### config.mk
export PLATFORM = sky130hd
export DESIGN_NAME = uart_tx_mmio
export DESIGN_NICKNAME = d
export VERILOG_FILES = /design/src/rtl/uart_pkg.sv /design/src/rtl/uart_fifo.sv /design/src/rtl/uart_tx_mmio.sv
export SDC_FILE = /design/constraint.sdc
export NUM_CORES = 1
export LEC_CHECK = 0
export CAP_MARGIN = 30
export CELL_PAD_IN_SITES_DETAIL_PLACEMENT = 0
export CELL_PAD_IN_SITES_GLOBAL_PLACEMENT = 1
export CORE_MARGIN = 2
export CORE_UTILIZATION = 37
export DETAILED_ROUTE_END_ITERATION = 16
export PLACE_DENSITY_LB_ADDON = 0.1
export SLEW_MARGIN = 20
export SYNTH_ARGS = -nofsm -noshare
export SYNTH_HDL_FRONTEND = slang
export SYNTH_SLANG_ARGS = --single-unit
### constraint.sdc
create_clock -name clk -period 2.6 [get_ports clk]
set_input_delay 0.39 -clock clk [delete_from_list [all_inputs] [get_ports clk]]
set_output_delay 0.39 -clock clk [all_outputs]
set_load 0.005 [all_outputs]
### src/rtl/uart_pkg.sv
// Shared definitions for the memory-mapped UART transmitter: bus addresses,
// STATUS register bit positions and the serial engine state encoding.
package uart_pkg;

  localparam logic [31:0] UART_DATA_ADDR   = 32'hFFFF_0080;
  localparam logic [31:0] UART_STATUS_ADDR = 32'hFFFF_0084;
  localparam logic [31:0] UART_CTRL_ADDR   = 32'hFFFF_0088;

  localparam int STAT_EMPTY     = 0;
  localparam int STAT_FULL      = 1;
  localparam int STAT_BUSY      = 2;
  localparam int STAT_OVERFLOW  = 3;
  localparam int STAT_PENDING   = 4;
  localparam int STAT_INT_EN    = 5;
  localparam int STAT_COUNT_LSB = 8;

  typedef enum logic [2:0] {
    IDLE   = 3'd0,
    START  = 3'd1,
    DATA   = 3'd2,
    PARITY = 3'd3,
    STOP   = 3'd4
  } uart_state_e;

endpackage

### src/rtl/uart_fifo.sv
// Parameterised synchronous FIFO with occupancy count; pushes while full are
// ignored, pops while empty are ignored. dout shows the head entry.
module uart_fifo #(
  parameter int DEPTH = 8,
  parameter int WIDTH = 8
) (
  input  logic                   clk,
  input  logic                   reset,
  input  logic                   push,
  input  logic                   pop,
  input  logic [WIDTH-1:0]       din,
  output logic [WIDTH-1:0]       dout,
  output logic [$clog2(DEPTH):0] count,
  output logic                   empty,
  output logic                   full
);
  localparam int PTR_W = $clog2(DEPTH);
  localparam int CNT_W = PTR_W + 1;

  logic [WIDTH-1:0] mem_q [DEPTH];
  logic [PTR_W-1:0] wr_ptr_q, wr_ptr_d, rd_ptr_q, rd_ptr_d;
  logic [CNT_W-1:0] count_q, count_d;
  logic             push_ok, pop_ok;

  assign empty   = (count_q == '0);
  assign full    = (count_q == CNT_W'(DEPTH));
  assign push_ok = push && !full;
  assign pop_ok  = pop && !empty;
  assign dout    = mem_q[rd_ptr_q];
  assign count   = count_q;

  // NOTE: every variable gets its hold value first so no path leaves it unassigned (no latch).
  always_comb begin
    wr_ptr_d = wr_ptr_q;
    rd_ptr_d = rd_ptr_q;
    count_d  = count_q;
    if (push_ok) wr_ptr_d = wr_ptr_q + PTR_W'(1);
    if (pop_ok)  rd_ptr_d = rd_ptr_q + PTR_W'(1);
    count_d = count_q + CNT_W'(push_ok) - CNT_W'(pop_ok);
  end

  // NOTE: sequential state uses non-blocking assignments so all flops update together.
  always_ff @(posedge clk or posedge reset) begin
    if (reset) begin
      wr_ptr_q <= '0;
      rd_ptr_q <= '0;
      count_q  <= '0;
    end else begin
      wr_ptr_q <= wr_ptr_d;
      rd_ptr_q <= rd_ptr_d;
      count_q  <= count_d;
    end
  end

  // NOTE: storage is deliberately not reset; entries are only visible once written.
  always_ff @(posedge clk) begin
    if (push_ok) mem_q[wr_ptr_q] <= din;
  end

endmodule

### src/rtl/uart_tx_mmio.sv
// Memory-mapped UART transmitter: store-fed byte FIFO, bit-serial 8N1 engine, frame-done interrupt.
// Build option: define UART_TX_PARITY_EN to insert an even-parity bit before STOP (11-bit frames).
module uart_tx_mmio
  import uart_pkg::*;
#(
  parameter int CLKS_PER_BIT = 16,
  parameter int FIFO_DEPTH   = 8
) (
  input  logic        clk,
  input  logic        reset,
  input  logic [31:0] address,
  input  logic [31:0] data,
  input  logic        MemRead,
  input  logic        MemWrite,
  output logic [31:0] rd_data,
  output logic        UARTAddress,
  output logic        UARTInterrupt,
  output logic        tx
);
  localparam int CNT_W  = $clog2(CLKS_PER_BIT);
  localparam int FCNT_W = $clog2(FIFO_DEPTH) + 1;
  localparam logic [CNT_W-1:0] CNT_LAST = CNT_W'(CLKS_PER_BIT - 1);

  uart_state_e       state_q, state_d;
  logic [CNT_W-1:0]  cnt_q, cnt_d;
  logic [2:0]        bit_idx_q, bit_idx_d;
  logic [7:0]        shift_q, shift_d;
  logic              tx_q, tx_d;
  logic              pending_q, pending_d;
  logic              overflow_q, overflow_d;
  logic              int_en_q, int_en_d;
`ifdef UART_TX_PARITY_EN
  logic              parity_q, parity_d;
`endif
  logic              hit_data, hit_status, hit_ctrl;
  logic              push, ctrl_wr, cnt_end, frame_done;
  logic              fifo_pop, fifo_empty, fifo_full;
  logic [7:0]        fifo_dout;
  logic [FCNT_W-1:0] fifo_count;
  logic [31:0]       status;
  logic              unused_data;

  assign hit_data    = (address == UART_DATA_ADDR);
  assign hit_status  = (address == UART_STATUS_ADDR);
  assign hit_ctrl    = (address == UART_CTRL_ADDR);
  assign UARTAddress = hit_data | hit_status | hit_ctrl;
  assign push        = MemWrite & hit_data;
  assign ctrl_wr     = MemWrite & hit_ctrl;
  assign cnt_end     = (cnt_q == CNT_LAST);
  assign frame_done  = (state_q == STOP) && cnt_end;
  assign unused_data = ^data[31:8];

  uart_fifo #(.DEPTH(FIFO_DEPTH), .WIDTH(8)) u_fifo (
    .clk   (clk),
    .reset (reset),
    .push  (push),
    .pop   (fifo_pop),
    .din   (data[7:0]),
    .dout  (fifo_dout),
    .count (fifo_count),
    .empty (fifo_empty),
    .full  (fifo_full)
  );

  always_comb begin
    state_d = state_q;
    unique case (state_q)
      IDLE:  if (!fifo_empty) state_d = START;
      START: if (cnt_end) state_d = DATA;
      DATA:  if (cnt_end && bit_idx_q == 3'd7) begin
`ifdef UART_TX_PARITY_EN
        state_d = PARITY;
`else
        state_d = STOP;
`endif
      end
`ifdef UART_TX_PARITY_EN
      PARITY: if (cnt_end) state_d = STOP;
`endif
      STOP:  if (cnt_end) state_d = fifo_empty ? IDLE : START;
      default: state_d = IDLE;
    endcase
  end

  // Datapath and line output are derived from the next state so tx is a plain flop.
  always_comb begin
    cnt_d     = '0;
    bit_idx_d = bit_idx_q;
    shift_d   = shift_q;
`ifdef UART_TX_PARITY_EN
    parity_d  = parity_q;
`endif
    fifo_pop  = (state_d == START) && (state_q != START);
    if (state_q != IDLE) cnt_d = cnt_end ? '0 : cnt_q + 1'b1;
    if (fifo_pop) begin
      shift_d   = fifo_dout;
      bit_idx_d = '0;
`ifdef UART_TX_PARITY_EN
      parity_d  = ^fifo_dout;
`endif
    end else if (state_q == DATA && cnt_end) begin
      shift_d   = shift_q >> 1;
      bit_idx_d = bit_idx_q + 3'd1;
    end
    unique case (state_d)
      START:   tx_d = 1'b0;
      DATA:    tx_d = shift_d[0];
`ifdef UART_TX_PARITY_EN
      PARITY:  tx_d = parity_d;
`endif
      default: tx_d = 1'b1;
    endcase
  end

  // A frame completion outranks a same-cycle software clear of pending.
  always_comb begin
    int_en_d   = ctrl_wr ? data[0] : int_en_q;
    pending_d  = frame_done ? 1'b1 : ((ctrl_wr && data[1]) ? 1'b0 : pending_q);
    overflow_d = (push && fifo_full) ? 1'b1 : ((ctrl_wr && data[2]) ? 1'b0 : overflow_q);
    status                         = '0;
    status[STAT_EMPTY]             = fifo_empty;
    status[STAT_FULL]              = fifo_full;
    status[STAT_BUSY]              = (state_q != IDLE);
    status[STAT_OVERFLOW]          = overflow_q;
    status[STAT_PENDING]           = pending_q;
    status[STAT_INT_EN]            = int_en_q;
    status[STAT_COUNT_LSB +: 8]    = 8'(fifo_count);
  end

  always_ff @(posedge clk or posedge reset) begin
    if (reset) begin
      state_q    <= IDLE;
      cnt_q      <= '0;
      bit_idx_q  <= '0;
      shift_q    <= '0;
      tx_q       <= 1'b1;
      pending_q  <= 1'b0;
      overflow_q <= 1'b0;
      int_en_q   <= 1'b0;
`ifdef UART_TX_PARITY_EN
      parity_q   <= 1'b0;
`endif
    end else begin
      state_q    <= state_d;
      cnt_q      <= cnt_d;
      bit_idx_q  <= bit_idx_d;
      shift_q    <= shift_d;
      tx_q       <= tx_d;
      pending_q  <= pending_d;
      overflow_q <= overflow_d;
      int_en_q   <= int_en_d;
`ifdef UART_TX_PARITY_EN
      parity_q   <= parity_d;
`endif
    end
  end

  assign tx            = tx_q;
  assign UARTInterrupt = pending_q & int_en_q;
  assign rd_data       = (MemRead && hit_status) ? status : 32'd0;

endmodule

======== Word-level counts from Yosys, hierarchy flattened ========
Memory sizes are Yosys's and may differ from the RTL's.
Index checks and enable logic that the tools add are counted.
W data, S select, Z words.
operators by class
  div/mod/pow operators ................... 0
  bitwise logic cells ..................... 5
  muxes and demuxes ....................... 20
  add/subtract/negate cells ............... 6
  order comparisons ....................... 0
  multiply operators ...................... 0
  shift-type cells ........................ 0
  reductions and logical operators ........ 18
  equal/unequal tests ..................... 12
operators with widths
  kind                    number
  $eq A32 B32 Y1 const B  3
  $mux W3                 6
  $mux W8                 2
  $mux W12                1
  $pmux W3 S4             1
  $logic_and A1 B1 Y1     10
  $add A3 B1 Y3 const B   3
  $eq A4 B4 Y1 const B    2
  $mux W4                 2
  $mux W1                 7
  $eq A3 B1 Y1 const B    2
  $eq A3 B2 Y1 const B    2
  $eq A3 B3 Y1 const B    2
  $reduce_bool A2 Y1      3
  $add A4 B1 Y4           1
  $add A4 B1 Y4 const B   1
  $logic_not A4 Y1        1
  $sub A4 B1 Y4           1
  $and A1 B1 Y1           3
  $logic_not A3 Y1        1
  $ne A3 B1 Y1 const B    1
  $reduce_bool A3 Y1      1
  $logic_not A1 Y1        2
  $or A1 B1 Y1            2
  $pmux W1 S2             1
word-level totals
  memories kept ........................... 1
  memory bits (read-only) ................. 0
  input bits .............................. 68
  RAM bits ................................ 64
  bits in latches ......................... 0
  output and inout bits ................... 35
  flip-flop bits (word level) ............. 32
memories
  memory        depth  width  read ports  clocked after memory_dff  write ports  RTL line         source
  u_fifo.mem_q  8      8      1           0                         1            uart_fifo.sv:20  logic [WIDTH-1:0] mem_q [DEPTH];

======== Longest topological paths before layout ========
Gate-level depths: netlist (run 1).
  depth after elaboration ................. 8
  mapped depth ............................ 11
  depth with buffers taken out ............ 10

======== Modules after synthesis ========
From an unflattened synthesis (run 1), not the netlist that was laid out.
unflattened totals
  cell total of the unflattened synthesis .. 292
  area, all modules ....................... 4495.6 sq um
modules (own cells, without submodules)
  module        area each (sq um)  cells each  instances
  uart_fifo     3071.7             152         1
  uart_tx_mmio  1423.9             140         1

======== Worst setup path before layout (run 1) ========
No wires, ideal clock.
  path type ............................... in2reg
  start ................................... input port address[10]
  end ..................................... memory u_fifo.mem_q[1][0] (enable)
  setup time .............................. 398 ps
  buffers on the path ..................... 1
  arrival ................................. 2324 ps
  stages .................................. 5
  setup slack ............................. -122 ps
  cells stage by stage .................... nor4_1 and4_1 nand4_2 buf_6 nor4b_1
between the ends
  word-level cells in the longest chain between the ends .. 5
RTL lines
  element                        RTL line            source
  start, declared                uart_tx_mmio.sv:11  input logic [31:0] address,
  $eq A32 B32 Y1                 uart_tx_mmio.sv:43  assign hit_data = (address == UART_DATA_ADDR);
  $and A1 B1 Y1                  uart_tx_mmio.sv:47  assign push = MemWrite & hit_data;
  $logic_and A1 B1 Y1            uart_fifo.sv:27     assign push_ok = push && !full;
  $mux W1                        uart_fifo.sv:57     if (push_ok) mem_q[wr_ptr_q] <= din;
  $mux W1 (not written as such)  uart_fifo.sv:57
  end, declared                  uart_fifo.sv:20
No other way between the ends.

======== Worst setup path in the final report (run 1) ========
  start ................................... input port address[29]
  end ..................................... output port rd_data[8]
between the ends
  word-level cells in the longest chain between the ends .. 3
RTL lines
  element              RTL line             source
  $eq A32 B32 Y1       uart_tx_mmio.sv:44   assign hit_status = (address == UART_STATUS_ADDR);
  $logic_and A1 B1 Y1  uart_tx_mmio.sv:160  assign rd_data = (MemRead && hit_status) ? status : 32'd0;
  $mux W12             uart_tx_mmio.sv:160
  end, declared        uart_tx_mmio.sv:15   output logic [31:0] rd_data,
No other way between the ends.

==> results of run 1 <==
[power by group through the flow]
stage	logic (W)	clock network (W)	registers (W)
detailed placement	0.000117	0	0.00166
global placement	0.000114	0	0.00166
CTS	0.000119	0.00138	0.00163
global route	0.000132	0.00143	0.00163
finish	0.000119	0.00134	0.00163
floorplan	0.0000472	0	0.00166
[area by class of cell]
class	count	area share
inverter	13	0.00833
tap	147	0.0314
multi-input combinational	173	0.293
clock buffer	10	0.0391
clock inverter	6	0.0130
timing repair buffer	95	0.151
sequential	96	0.465
[metal layers]
layer	wire [µm]	vias to the layer above
met2	4500	56
li1	-	1261
met3	379	2
met5	0	-
met4	28	0
met1	4100	1304
[worst max-delay path: cells and delay by family]
kind                   cells  cell delay, ns
AND/OR/NAND/NOR            4            0.78
buffers and inverters      3            1.16
[state kept, by name (all words and copies together), names as in the netlist, 3 cells and up]
signal,cells
u_fifo.rd_ptr_q,3
bit_idx_q,3
state_q,3
u_fifo.count,4
u_fifo.wr_ptr_q,3
u_fifo.mem_q,64
shift_q,8
cnt_q,4
[layout by cell type, fill, tap and decap left out, types with 4 or more instances in the layout]
| cell | count |
|---|---|
| xnor2_1 | 5 |
| a21oi_1 | 5 |
| nor2_1 | 9 |
| nor4b_2 | 4 |
| conb_1 | 22 |
| mux4_2 | 16 |
| ha_1 | 7 |
| nor3_2 | 6 |
| edfxtp_1 | 64 |
| clkbuf_16 | 10 |
| nand2_1 | 9 |
| nand4_1 | 8 |
| inv_1 | 10 |
| buf_4 | 35 |
| mux2i_1 | 21 |
| dfrtp_1 | 31 |
| clkdlybuf4s50_1 | 43 |
| mux2_2 | 4 |
| dlymetal6s2s_1 | 6 |
[repair_timing]
item	in CTS	in global routing
cloned	0	1
pin swaps	6	11
buffers inserted	7	5
hold endpoints to repair	0	0
endpoints found under the setup margin	11	24
resized for setup	17	25
[cell families after synthesis]
family                   count (synthesis)  synth area share
flip-flops                              96             0.608
AND/OR/NAND/NOR                         72             0.104
buffers and inverters                   47            0.0639
multiplexers                            42             0.141
AO/OA/AOI/OAI                           16            0.0282
adder cells (fa/ha/maj)                 12            0.0352
XOR/XNOR                                 9            0.0193
other                                    1          0.000837
[metrics by stage]
step / instance area [µm²] / hold WS [ns] / power (W) / cells
detailed placement: 5360 / 0.460 / 0.00178 / 513
finish: 5860 / 0.447 / 0.00309 / 540
CTS: 5760 / 0.453 / 0.00312 / 536
floorplan: 4600 / 0.436 / 0.00171 / 316
global placement: 5360 / 0.452 / 0.00178 / 513
global route: 5860 / 0.493 / 0.00319 / 540
[worst paths after layout]
| check | endpoint | cells after the start | from | slack [ns] |
|---|---|---|---|---|
| max | rd_data[8] | 7 | address[29] | -0.12 |
| min | state_q[1]$_DFF_PP0_ | 3 | reset | 0.45 |
| max reg2reg | u_fifo.count[1]$_DFF_PP0_ | 9 | cnt_q[0]$_DFF_PP0_ | 0.30 |
| min reg2reg | cnt_q[0]$_DFF_PP0_ | 1 | cnt_q[0]$_DFF_PP0_ | 0.46 |
| max in group asynchronous | tx$_DFF_PP1_ | 3 | reset | 1.83 |
| min in group clk | cnt_q[0]$_DFF_PP0_ | 1 | cnt_q[0]$_DFF_PP0_ | 0.46 |
==> results.sh, run 1 <==
export IMPL_outcome="finished with violations"
export IMPL_violations="negative setup slack"
export IMPL_die_area_um2=13000
export IMPL_drtAntennaViolNets=0
export IMPL_p_sw_frac=0.203
export IMPL_tightestPinTransition_ns=0.777
export IMPL_async_flop_share=0.333
export IMPL_crit_fanout=7
export IMPL_start_kind="input pin"
export IMPL_place_ws_ns=-0.270
export IMPL_crit_chain="clkdlybuf4s50_1 > nand4_1 > buf_4 > nor4_4 > nand2_2 > nor3_2 > clkdlybuf4s50_1"
export IMPL_viasPerCell=4.86
export IMPL_met2_usage=0.242
export IMPL_crit_top_cell="clkdlybuf4s50_1"
export IMPL_dr_pass1_iters=4
export IMPL_initial_utilization=0.376
export IMPL_p_clk_frac=0.433
export IMPL_htreeDepth=3
export IMPL_grt_max_degree=33
export IMPL_ys_seq_elements=96
export IMPL_syn_area_per_cell_um2=15.2
export IMPL_synth_main_ff_cell="edfxtp_1"
export IMPL_setup_violations=2
export IMPL_drt_initial_drc_count=93
export IMPL_timing_fmax_ghz=0.368
export IMPL_yosysMostFrequentCell="edfxtp_1"
export IMPL_clock_sinks=96
export IMPL_crit_type="input pin to output port"
export IMPL_grt_util_met1=0.200
export IMPL_insertion_delay_ns=0.33
export IMPL_synth_edf_count=64
export IMPL_syn_area_um2=4480
export IMPL_ir_worst_vdd_uv=342
export IMPL_cpMaxStageDelayCell="clkdlybuf4s50_1"
export IMPL_grt_busiest_layer="met2"
export IMPL_drive_above_1_share=0.298
export IMPL_postCtsHoldBufs=0
export IMPL_root_buffer="clkbuf_16"
export IMPL_drc=0
export IMPL_p_sw_w=0.000627
export IMPL_syn_to_final_growth_pct=30.8
export IMPL_timing_setup_tns_ns=-0.168
export IMPL_area_sequential_um2=2720
export IMPL_grt_first_pass_wirelength_um=14500
export IMPL_yosysWarningCount=0
export IMPL_p_seq_frac=0.528
export IMPL_synth_commonest_cells="64 x edfxtp_1, 31 x dfrtp_1, 22 x buf_4"
export IMPL_synth_top_area_share=0.429
export IMPL_ioPinCount=103
export IMPL_dr_total_vias=2623
export IMPL_cp_data_required_time_ns=2.21
export IMPL_wl_per_cell_um=16.7
export IMPL_finalWirelength_um=9010
export IMPL_die_h_um=114
export IMPL_synth_cell_types=50
export IMPL_maxCapViolCount=0
export IMPL_critPathCaptureType="output port"
export IMPL_grt_overflow=0
export IMPL_grt_pass1_vias=2745
export IMPL_fin_util=0.492
export IMPL_slew_violations=0
export IMPL_antennaDiodeCount=0
export IMPL_clk_pin_slew_ns=0.07
export IMPL_relSlewSlack=0.482
export IMPL_ys_seq_area_frac=0.608
export IMPL_place_detailed_hpwl_um=6110
export IMPL_hold_viol=0
export IMPL_multi_input_area_um2=1720
export IMPL_slowest_delay_ns=0.52
export IMPL_powerDensity_nw_per_um2=527
export IMPL_num_rows=40
export IMPL_gr_usage_met3=0.0298
export IMPL_synth_area_leaders="edfxtp_1 43%, dfrtp_1 17%, mux4_2 8.0%"
export IMPL_synthCells=295
export IMPL_fin_ws_ns=-0.115
export IMPL_fin_skew_ns=0.00798
export IMPL_cts_path_max_buffers=2
export IMPL_cts_tree="done"
export IMPL_power_frac_comb=0.038
export IMPL_period_share=1.04
export IMPL_rsz0062_at_grt="true"
export IMPL_antenna_found_initial=0
export IMPL_synth_area_leader_cell="edfxtp_1"
export IMPL_portBuffers=56
export IMPL_die_x_um=114
export IMPL_hold_class="input pin to asynchronous set/reset pin"
export IMPL_final_nets=468
export IMPL_cts_buffers=9
export IMPL_gp_congestion=0.738
export IMPL_track_usage=0.147
export IMPL_fillers=1042
export IMPL_arrival_ns=2.33
export IMPL_p_leak_nw=2.32
export IMPL_core_area_um2=11900
export IMPL_layout_min_cycle_time_ns=2.72
export IMPL_internal_power_w=0.00246
Note: power is estimated with default switching activity, not from simulation.
==> run 2, diff against run 1 <==
--- a/config.mk
+++ b/config.mk
@@ -16,3 +16,4 @@
 export SYNTH_ARGS = -nofsm -noshare
 export SYNTH_HDL_FRONTEND = slang
 export SYNTH_SLANG_ARGS = --single-unit
+export TNS_END_PERCENT = 10
==> results.sh, run 2 (synthesis gave the netlist of run 1 again) <==
export IMPL_wl_per_cell_um=16.2
export IMPL_tightestPinTransition_ns=0.737
export IMPL_cp_data_required_time_ns=2.21
export IMPL_reg_top3="u_fifo.mem_q x64, shift_q x8"
export IMPL_fin_util=0.479
export IMPL_slew_violations=0
export IMPL_hold_viol=0
export IMPL_layout_min_cycle_time_ns=2.78
export IMPL_antenna_found_initial=0
export IMPL_ir_worst_vdd_uv=346
export IMPL_p_leak_nw=2.23
export IMPL_maxCapViolCount=0
export IMPL_initial_utilization=0.376
export IMPL_finalNonFillerCells=530
export IMPL_final_cell_mix="64 x edfxtp_1, 49 x clkdlybuf4s50_1, 31 x dfrtp_1"
export IMPL_top_register="u_fifo.mem_q"
export IMPL_viasPerCell=4.86
export IMPL_crit_type="input pin to output port"
export IMPL_final_area_um2=5710
export IMPL_finalWirelength_um=8610
export IMPL_drt_initial_drc_count=101
export IMPL_hold_class="input pin to asynchronous set/reset pin"
export IMPL_ioPinCount=103
export IMPL_root_buffer="clkbuf_16"
export IMPL_final_nets=458
export IMPL_clk_pin_slew_ns=0.07
export IMPL_arrival_ns=2.39
export IMPL_largest_register_ffs=64
export IMPL_timing_fmax_ghz=0.359
export IMPL_drtAntennaViolNets=0
export IMPL_fillers=1076
export IMPL_syn_to_final_growth_pct=27.4
export IMPL_r2r_end="u_fifo.count[2]$_DFF_PP0_"
export IMPL_antennaDiodeCount=0
export IMPL_cts_tree="done"
export IMPL_htreeDepth=3
export IMPL_cts_path_max_buffers=2
export IMPL_num_rows=40
export IMPL_whs_ns=0.452
export IMPL_fin_ws_ns=-0.184
export IMPL_r2r_cells=9
export IMPL_grt_overflow=0
export IMPL_layout_commonest_cell="edfxtp_1"
export IMPL_relSlewSlack=0.509
export IMPL_dp_cells=513
export IMPL_r2r_start="cnt_q[0]$_DFF_PP0_"
export IMPL_powerDensity_nw_per_um2=547
export IMPL_drive_above_1_share=0.245
export IMPL_violations="negative setup slack"
export IMPL_start_kind="input pin"
export IMPL_grt_max_degree=33
export IMPL_postCtsHoldBufs=0
export IMPL_crit_fanout=3
export IMPL_die_x_um=114
export IMPL_portBuffers=56
export IMPL_grt_first_pass_wirelength_um=13800
export IMPL_grt_pass1_vias=2645
export IMPL_die_h_um=114
export IMPL_place_detailed_hpwl_um=5990
export IMPL_core_area_um2=11900
export IMPL_fin_skew_ns=0.0109
export IMPL_dr_total_vias=2574
export IMPL_gp_congestion=0.743
export IMPL_r2r_slack_ns=0.20
export IMPL_setup_violations=4
export IMPL_critPathCaptureType="output port"
export IMPL_drc=0
export IMPL_clock_sinks=96
export IMPL_track_usage=0.142
export IMPL_cts_buffers=9
export IMPL_die_area_um2=13000
export IMPL_period_share=1.07
export IMPL_dr_pass1_iters=4
export IMPL_outcome="finished with violations"
export IMPL_insertion_delay_ns=0.34
export IMPL_placedInstanceArea_um2=5310
export IMPL_rsz0062_at_grt="true"
==> run 2: worst max-delay path by stage <==
stage	start	end	slack (ns)	depth (start not counted)
finish	address[19]	rd_data[5]	-0.18	6
global route	address[21]	rd_data[5]	-0.26	6
CTS	address[30]	rd_data[9]	-0.21	7
detailed placement	address[31]	rd_data[1]	-0.31	7
global placement	address[30]	rd_data[5]	-0.30	6
floorplan	address[10]	u_fifo.mem_q[1][0]$_DFFE_PP_	-0.12	5
==> run 2: critical path, stage by stage <==
cell	delay, ns
clkdlybuf4s50_1	0.46
nand4_1	0.13
or4_4	0.60
nor3_4	0.16
and2_4	0.17
clkdlybuf4s50_1	0.49
==> run 2: routing by layer <==
metal,global-route usage,wire length [µm],vias to the layer above
met4,0.0390,80,0
met2,0.226,4230,39
met1,0.200,4110,1291
met5,0,0,-
met3,0.0287,191,6
li1,-,-,1238
==> run 2: repair_timing <==
item,CTS,global route
endpoints found under the setup margin,11,9
gates resized for setup,9,14
gates cloned,0,0
setup buffers,0,1
pin swaps,8,6
==> run 2: through the flow <==
step | setup TNS [ns] | total power, W | setup slack [ns]
after CTS | -1.26 | 0.00317 | -0.209
after global placement | -8.98 | 0.00178 | -0.297
after floorplan | -3.44 | 0.00171 | -0.122
after global routing | -1.05 | 0.00325 | -0.257
final | -0.553 | 0.00312 | -0.184
after detailed placement | -9.57 | 0.00178 | -0.306
==> run 2: final cells by class <==
class | instances | area [µm²] | area share
clock inverters | 7 | 96.3 | 0.0169
repair buffers | 85 | 790 | 0.138
flip-flops and latches | 96 | 2720 | 0.477
well taps | 147 | 184 | 0.0322
clock buffers | 9 | 225 | 0.0395
multi-input cells | 173 | 1640 | 0.287
inverters | 13 | 48.8 | 0.00855
==> run 2: power by group <==
part | internal [W] | switching (W) | leakage (nW)
clock | 0.000775 | 0.000596 | 0.154
combinational | 0.0000677 | 0.0000499 | 1.12
sequential | 0.00163 | 0.000000000266 | 0.964
total | 0.00247 | 0.000646 | 2.23
==> run 3, diff against run 2 <==
--- a/config.mk
+++ b/config.mk
@@ -9,10 +9,9 @@
 export CELL_PAD_IN_SITES_DETAIL_PLACEMENT = 0
 export CELL_PAD_IN_SITES_GLOBAL_PLACEMENT = 1
 export CORE_MARGIN = 2
-export CORE_UTILIZATION = 37
+export CORE_UTILIZATION = 44
 export DETAILED_ROUTE_END_ITERATION = 16
 export PLACE_DENSITY_LB_ADDON = 0.1
-export SLEW_MARGIN = 20
 export SYNTH_ARGS = -nofsm -noshare
 export SYNTH_HDL_FRONTEND = slang
 export SYNTH_SLANG_ARGS = --single-unit
==> constraint.sdc (replaced) <==
create_clock -name clk -period 3.59 [get_ports clk]
set_input_delay 0.5385 -clock clk [delete_from_list [all_inputs] [get_ports clk]]
set_output_delay 0.5385 -clock clk [all_outputs]
set_load 0.005 [all_outputs]
==> results.sh, run 3 (synthesis gave the netlist of run 1 again) <==
export IMPL_finalWirelength_um=8300
export IMPL_die_area_um2=11000
export IMPL_gp_congestion=0.712
export IMPL_power_w=0.00196
export IMPL_die_h_um=105
export IMPL_dr_total_vias=2518
export IMPL_cts_path_max_buffers=2
export IMPL_cts_tree="done"
export IMPL_p_seq_frac=0.602
export IMPL_whs_ns=0.461
export IMPL_wl_per_cell_um=16.6
export IMPL_postCtsHoldBufs=0
export IMPL_ioPinCount=103
export IMPL_reg_top3="u_fifo.mem_q x64, shift_q x8"
export IMPL_drtAntennaViolNets=0
export IMPL_p_sw_frac=0.232
export IMPL_start_kind="input pin"
export IMPL_maxCapViolCount=0
export IMPL_cts_resized=0
export IMPL_grt_first_pass_wirelength_um=13600
export IMPL_layout_commonest_cell="edfxtp_1"
export IMPL_hold_viol=0
export IMPL_fillers=843
export IMPL_antenna_found_initial=0
export IMPL_largest_register_ffs=64
export IMPL_hold_class="flip-flop to flip-flop"
export IMPL_power_frac_comb=0.040
export IMPL_period_share=0.923
export IMPL_initial_utilization=0.456
export IMPL_crit_type="input pin to output port"
export IMPL_insertion_delay_ns=0.35
export IMPL_htreeDepth=3
export IMPL_tightestPinTransition_ns=0.702
export IMPL_finalNonFillerCells=501
export IMPL_final_cell_mix="64 x edfxtp_1, 56 x clkdlybuf4s50_1, 31 x dfrtp_1"
export IMPL_layout_min_cycle_time_ns=3.31
export IMPL_num_rows=36
export IMPL_crit_fanout=8
export IMPL_dr_pass1_iters=4
export IMPL_final_nets=443
export IMPL_dp_cells=485
export IMPL_cp_data_required_time_ns=3.05
export IMPL_drive_above_1_share=0.182
export IMPL_internal_power_w=0.00151
export IMPL_multi_input_area_um2=1570
export IMPL_cts_setup_buffers=0
export IMPL_antennaDiodeCount=0
export IMPL_slew_violations=0
export IMPL_core_area_um2=9820
export IMPL_viasPerCell=5.03
export IMPL_grt_pass1_vias=2529
export IMPL_timing_fmax_ghz=0.302
export IMPL_critPathCaptureType="output port"
export IMPL_drt_initial_drc_count=147
export IMPL_die_x_um=105
export IMPL_cts_buffers=9
export IMPL_outcome="complete, no violations"
export IMPL_ir_worst_vdd_uv=249
export IMPL_top_register="u_fifo.mem_q"
export IMPL_setup_violations=0
export IMPL_grt_max_degree=33
export IMPL_p_clk_frac=0.358
export IMPL_place_detailed_hpwl_um=5750
export IMPL_fin_skew_ns=0.0101
export IMPL_drc=0
export IMPL_track_usage=0.163
export IMPL_portBuffers=56
export IMPL_p_sw_w=0.000456
export IMPL_grt_overflow=0
export IMPL_timing_setup_tns_ns=0
export IMPL_rsz0062_at_grt="false"
export IMPL_root_buffer="clkbuf_8"
export IMPL_relSlewSlack=0.532
export IMPL_powerDensity_nw_per_um2=364
export IMPL_area_sequential_um2=2720
export IMPL_syn_to_final_growth_pct=20.3
export IMPL_clock_sinks=96
export IMPL_p_leak_nw=2.00
export IMPL_arrival_ns=2.77
export IMPL_clk_pin_slew_ns=0.10
run 3: cell count changes in the layout (fill, tap and decap cells not counted), sizes merged:
cell,before,now
dlygate4sd2,3,0
dlymetal6s2s,3,0
bufinv,1,0
inv,16,18
clkbuf,10,9
clkinvlp,1,0
clkdlybuf4s50,49,56
buf,29,14
run 3: metrics by stage:
step | utilization | area, µm² | setup WS (ns)
2_1_floorplan | - | 4560 | 0.720
3_3_place_gp | 0.527 | 5170 | 0.300
3_5_place_dp | 0.528 | 5190 | 0.268
4_1_cts | 0.549 | 5390 | 0.250
5_1_grt | 0.549 | 5390 | 0.0368
6_report | 0.549 | 5390 | 0.277
run 3: power by group through the flow:
stage / Clock (W) / Combinational, W / Sequential [W]
after global routing: 0.000783 / 0.0000877 / 0.00118
after global placement: 0 / 0.0000777 / 0.00120
after floorplan: 0 / 0.0000342 / 0.00121
final: 0.000703 / 0.0000790 / 0.00118
after CTS: 0.000729 / 0.0000800 / 0.00118
after detailed placement: 0 / 0.0000799 / 0.00120
run 3: metal layers:
metal | GRT usage | up-vias | routed length (µm)
met1 | 0.226 | 1272 | 3940
met2 | 0.260 | 34 | 4100
met3 | 0.0387 | 6 | 190
li1 | - | 1206 | -
met5 | 0 | - | 0
met4 | 0.0400 | 0 | 69
run 3: critical path: stages:
cell and delay [ns]:
clkdlybuf4s50_1 0.40, nor4_1 0.48, and4_1 0.37, nand2_1 0.20
nor3_1 0.24, clkdlybuf4s50_1 0.54
run 3: layout make-up:
cell class | count | share of cell area
clock buffer | 9 | 0.0230
inverter | 13 | 0.00906
clock inverter | 7 | 0.0146
timing repair buffer | 70 | 0.125
multi-input combinational | 173 | 0.292
sequential | 96 | 0.505
tap | 133 | 0.0309
run 3: final timing paths:
| kind | from | endpoint | slack, ns | depth (start not counted) |
|---|---|---|---|---|
| worst min-delay path | cnt_q[0]$_DFF_PP0_ | cnt_q[0]$_DFF_PP0_ | 0.46 | 1 |
| worst min register to register | cnt_q[0]$_DFF_PP0_ | cnt_q[0]$_DFF_PP0_ | 0.46 | 1 |
| worst max-delay path | address[10] | rd_data[1] | 0.28 | 6 |
| worst max register to register | cnt_q[0]$_DFF_PP0_ | u_fifo.count[3]$_DFF_PP0_ | 0.96 | 10 |
| min in group asynchronous | reset | cnt_q[0]$_DFF_PP0_ | 0.57 | 3 |
| max in group asynchronous | reset | tx$_DFF_PP1_ | 2.68 | 3 |
==> edit (config.mk and constraints of run 2) <==
Add a define of `UART_TX_PARITY_EN`.
--- a/src/rtl/uart_tx_mmio.sv
+++ b/src/rtl/uart_tx_mmio.sv
@@ -2,2 +2,4 @@
 // Build option: define UART_TX_PARITY_EN to insert an even-parity bit before STOP (11-bit frames).
+`define UART_TX_PARITY_EN
+
 module uart_tx_mmio
Behaviour: same outputs for any inputs over 10 cycles, from zero or initial values and one cycle with reset high; that may be too few to reach the edited logic, so the function may still have changed.
==> edit against run 2 <==
Maximum frequency is 9.6% higher; area after synthesis is 1.5% lower; combinational power is 12% lower; register-to-register slack worse by 0.04 ns; setup slack better by 0.24 ns; total power is 5.2% higher; largest power group unchanged; the flow finishes with violations (design-rule violations); final area is 2.2% higher; critical endpoint is now rd_data[0]; wire length is 3.4% higher; sequential share of layout area is 0.58 points lower; sequential cell count is 1 higher.
==> edit: results <==
metrics = {
    "run_status": {
        "status": "finished with violations",
        "violations": "design-rule violations",
    },
    "yosys": {
        "synth_common_cells": "edfxtp_1, dfrtp_1, buf_4",
        "ys_top_cells_by_area": "edfxtp_1, dfrtp_1, mux4_2",
        "postSynth.asyncResetShare": 0.340,
        "synth.distinct_cells": 48,
    },
    "critical_path": {
        "crit_path_end": "rd_data[0]",
        "reg2reg_to": "u_fifo.count[1]",
        "cp_slowest_stage_delay_ns": 0.53,
        "reg2reg_depth": 11,
        "r2r_slack_ns": 0.16,
    },
    "placement": {
        "placed_area_mm2": 0.00537,
        "dp_hpwl_um": 6100,
    },
    "drt": {
        "wl_per_cell_um": 16.6,
        "firstDrtPassIters": 10,
        "vias": 2602,
        "drc": 7,
        "drt_iter0_drc": 216,
    },
    "layout": {
        "fill_cells": 989,
        "nNetsFinal": 468,
        "drive_above_1_share": 0.267,
    },
    "global_route": {
        "grt_pass1_wl_um": 14500,
        "grt_max_degree": 34,
    },
    "die": {
        "initial_core_util": 0.383,
    },
    "timing": {
        "maxSlewHeadroom": 0.580,
    },
}
edit: changes by cell type in the layout (fill, tap and decap cells not counted), sizes merged, moves of 8 or more:
| cell | delta |
|---|---|
| mux2i | -9 |
| buf | +10 |
| dlygate4sd2 | +12 |
| xnor2 | +8 |
| clkdlybuf4s50 | -27 |
| o21ai | +8 |
edit: how the worst min path moves through the flow:
stage                             to  slack (ns)  cells past startpoint
after CTS                   cnt_q[1]        0.45                      3
after floorplan             cnt_q[0]        0.44                      1
after global routing      overflow_q        0.48                      3
final                     overflow_q        0.44                      3
after detailed placement    cnt_q[0]        0.46                      1
after global placement      cnt_q[0]        0.46                      1
edit: cell type report:
type                    count  share of cell area
flip-flops and latches     97               0.471
clock buffers               9              0.0386
well taps                 143              0.0307
multi-input cells         180               0.277
clock inverters             7              0.0210
repair buffers             90               0.155
inverters                  10             0.00644
edit: kinds of logic after synthesis:
family          Yosys count  share of synthesized area
fa+ha+maj                12                     0.0357
flops                    97                      0.623
other cells               1                   0.000850
xor+xnor                 17                     0.0337
compound gates           27                     0.0451
simple gates             72                     0.0916
buf+inv                  42                     0.0556
mux                      30                      0.115
edit: layer usage:
layer  track usage  vias to the layer above  share of wire
met3        0.0321                       10          0.024
met1         0.203                     1306           0.46
li1              -                     1244              -
met2         0.241                       42           0.50
met4        0.0659                        0          0.015
met5             0                        -              0
edit: power breakdown:
part / switching (mW) / internal [mW] / leakage [nW]
Combinational: 0.0502 / 0.0534 / 1.13
Sequential: 0.000000274 / 1.65 / 0.986
Clock: 0.581 / 0.950 / 0.170
Total: 0.631 / 2.65 / 2.28
edit: timing repair:
action / 4_1_cts / 5_1_grt
gates resized for setup: 50 / 36
pin swaps: 13 / 14
cloned: 0 / 0
buffers inserted: 7 / 2
endpoints found under the setup margin: 77 / 73
edit: per-stage QoR:
| stage | setup TNS, ns | std cells | hold WS (ns) | util | setup WS, ns |
|---|---|---|---|---|---|
| after global placement | -35.99 | 512 | 0.462 | 0.466 | -0.487 |
| after detailed placement | -36.88 | 512 | 0.464 | 0.466 | -0.522 |
| after global routing | -0.0484 | 536 | 0.481 | 0.506 | -0.0238 |
| after floorplan | -0.639 | 319 | 0.444 | - | -0.0851 |
| after CTS | 0 | 535 | 0.453 | 0.502 | 0.000663 |
| final | 0 | 536 | 0.436 | 0.506 | 0.0609 |
edit: worst reg2reg max path: stages, from the launching register on:
cell      delay (ns)
dfrtp_1         0.40
ha_1            0.22
and3_1          0.20
nand2b_1        0.19
nand3_1         0.13
inv_1           0.09
ha_1            0.27
inv_1           0.06
ha_2            0.18
inv_2           0.04
fa_2            0.53
inv_2           0.03
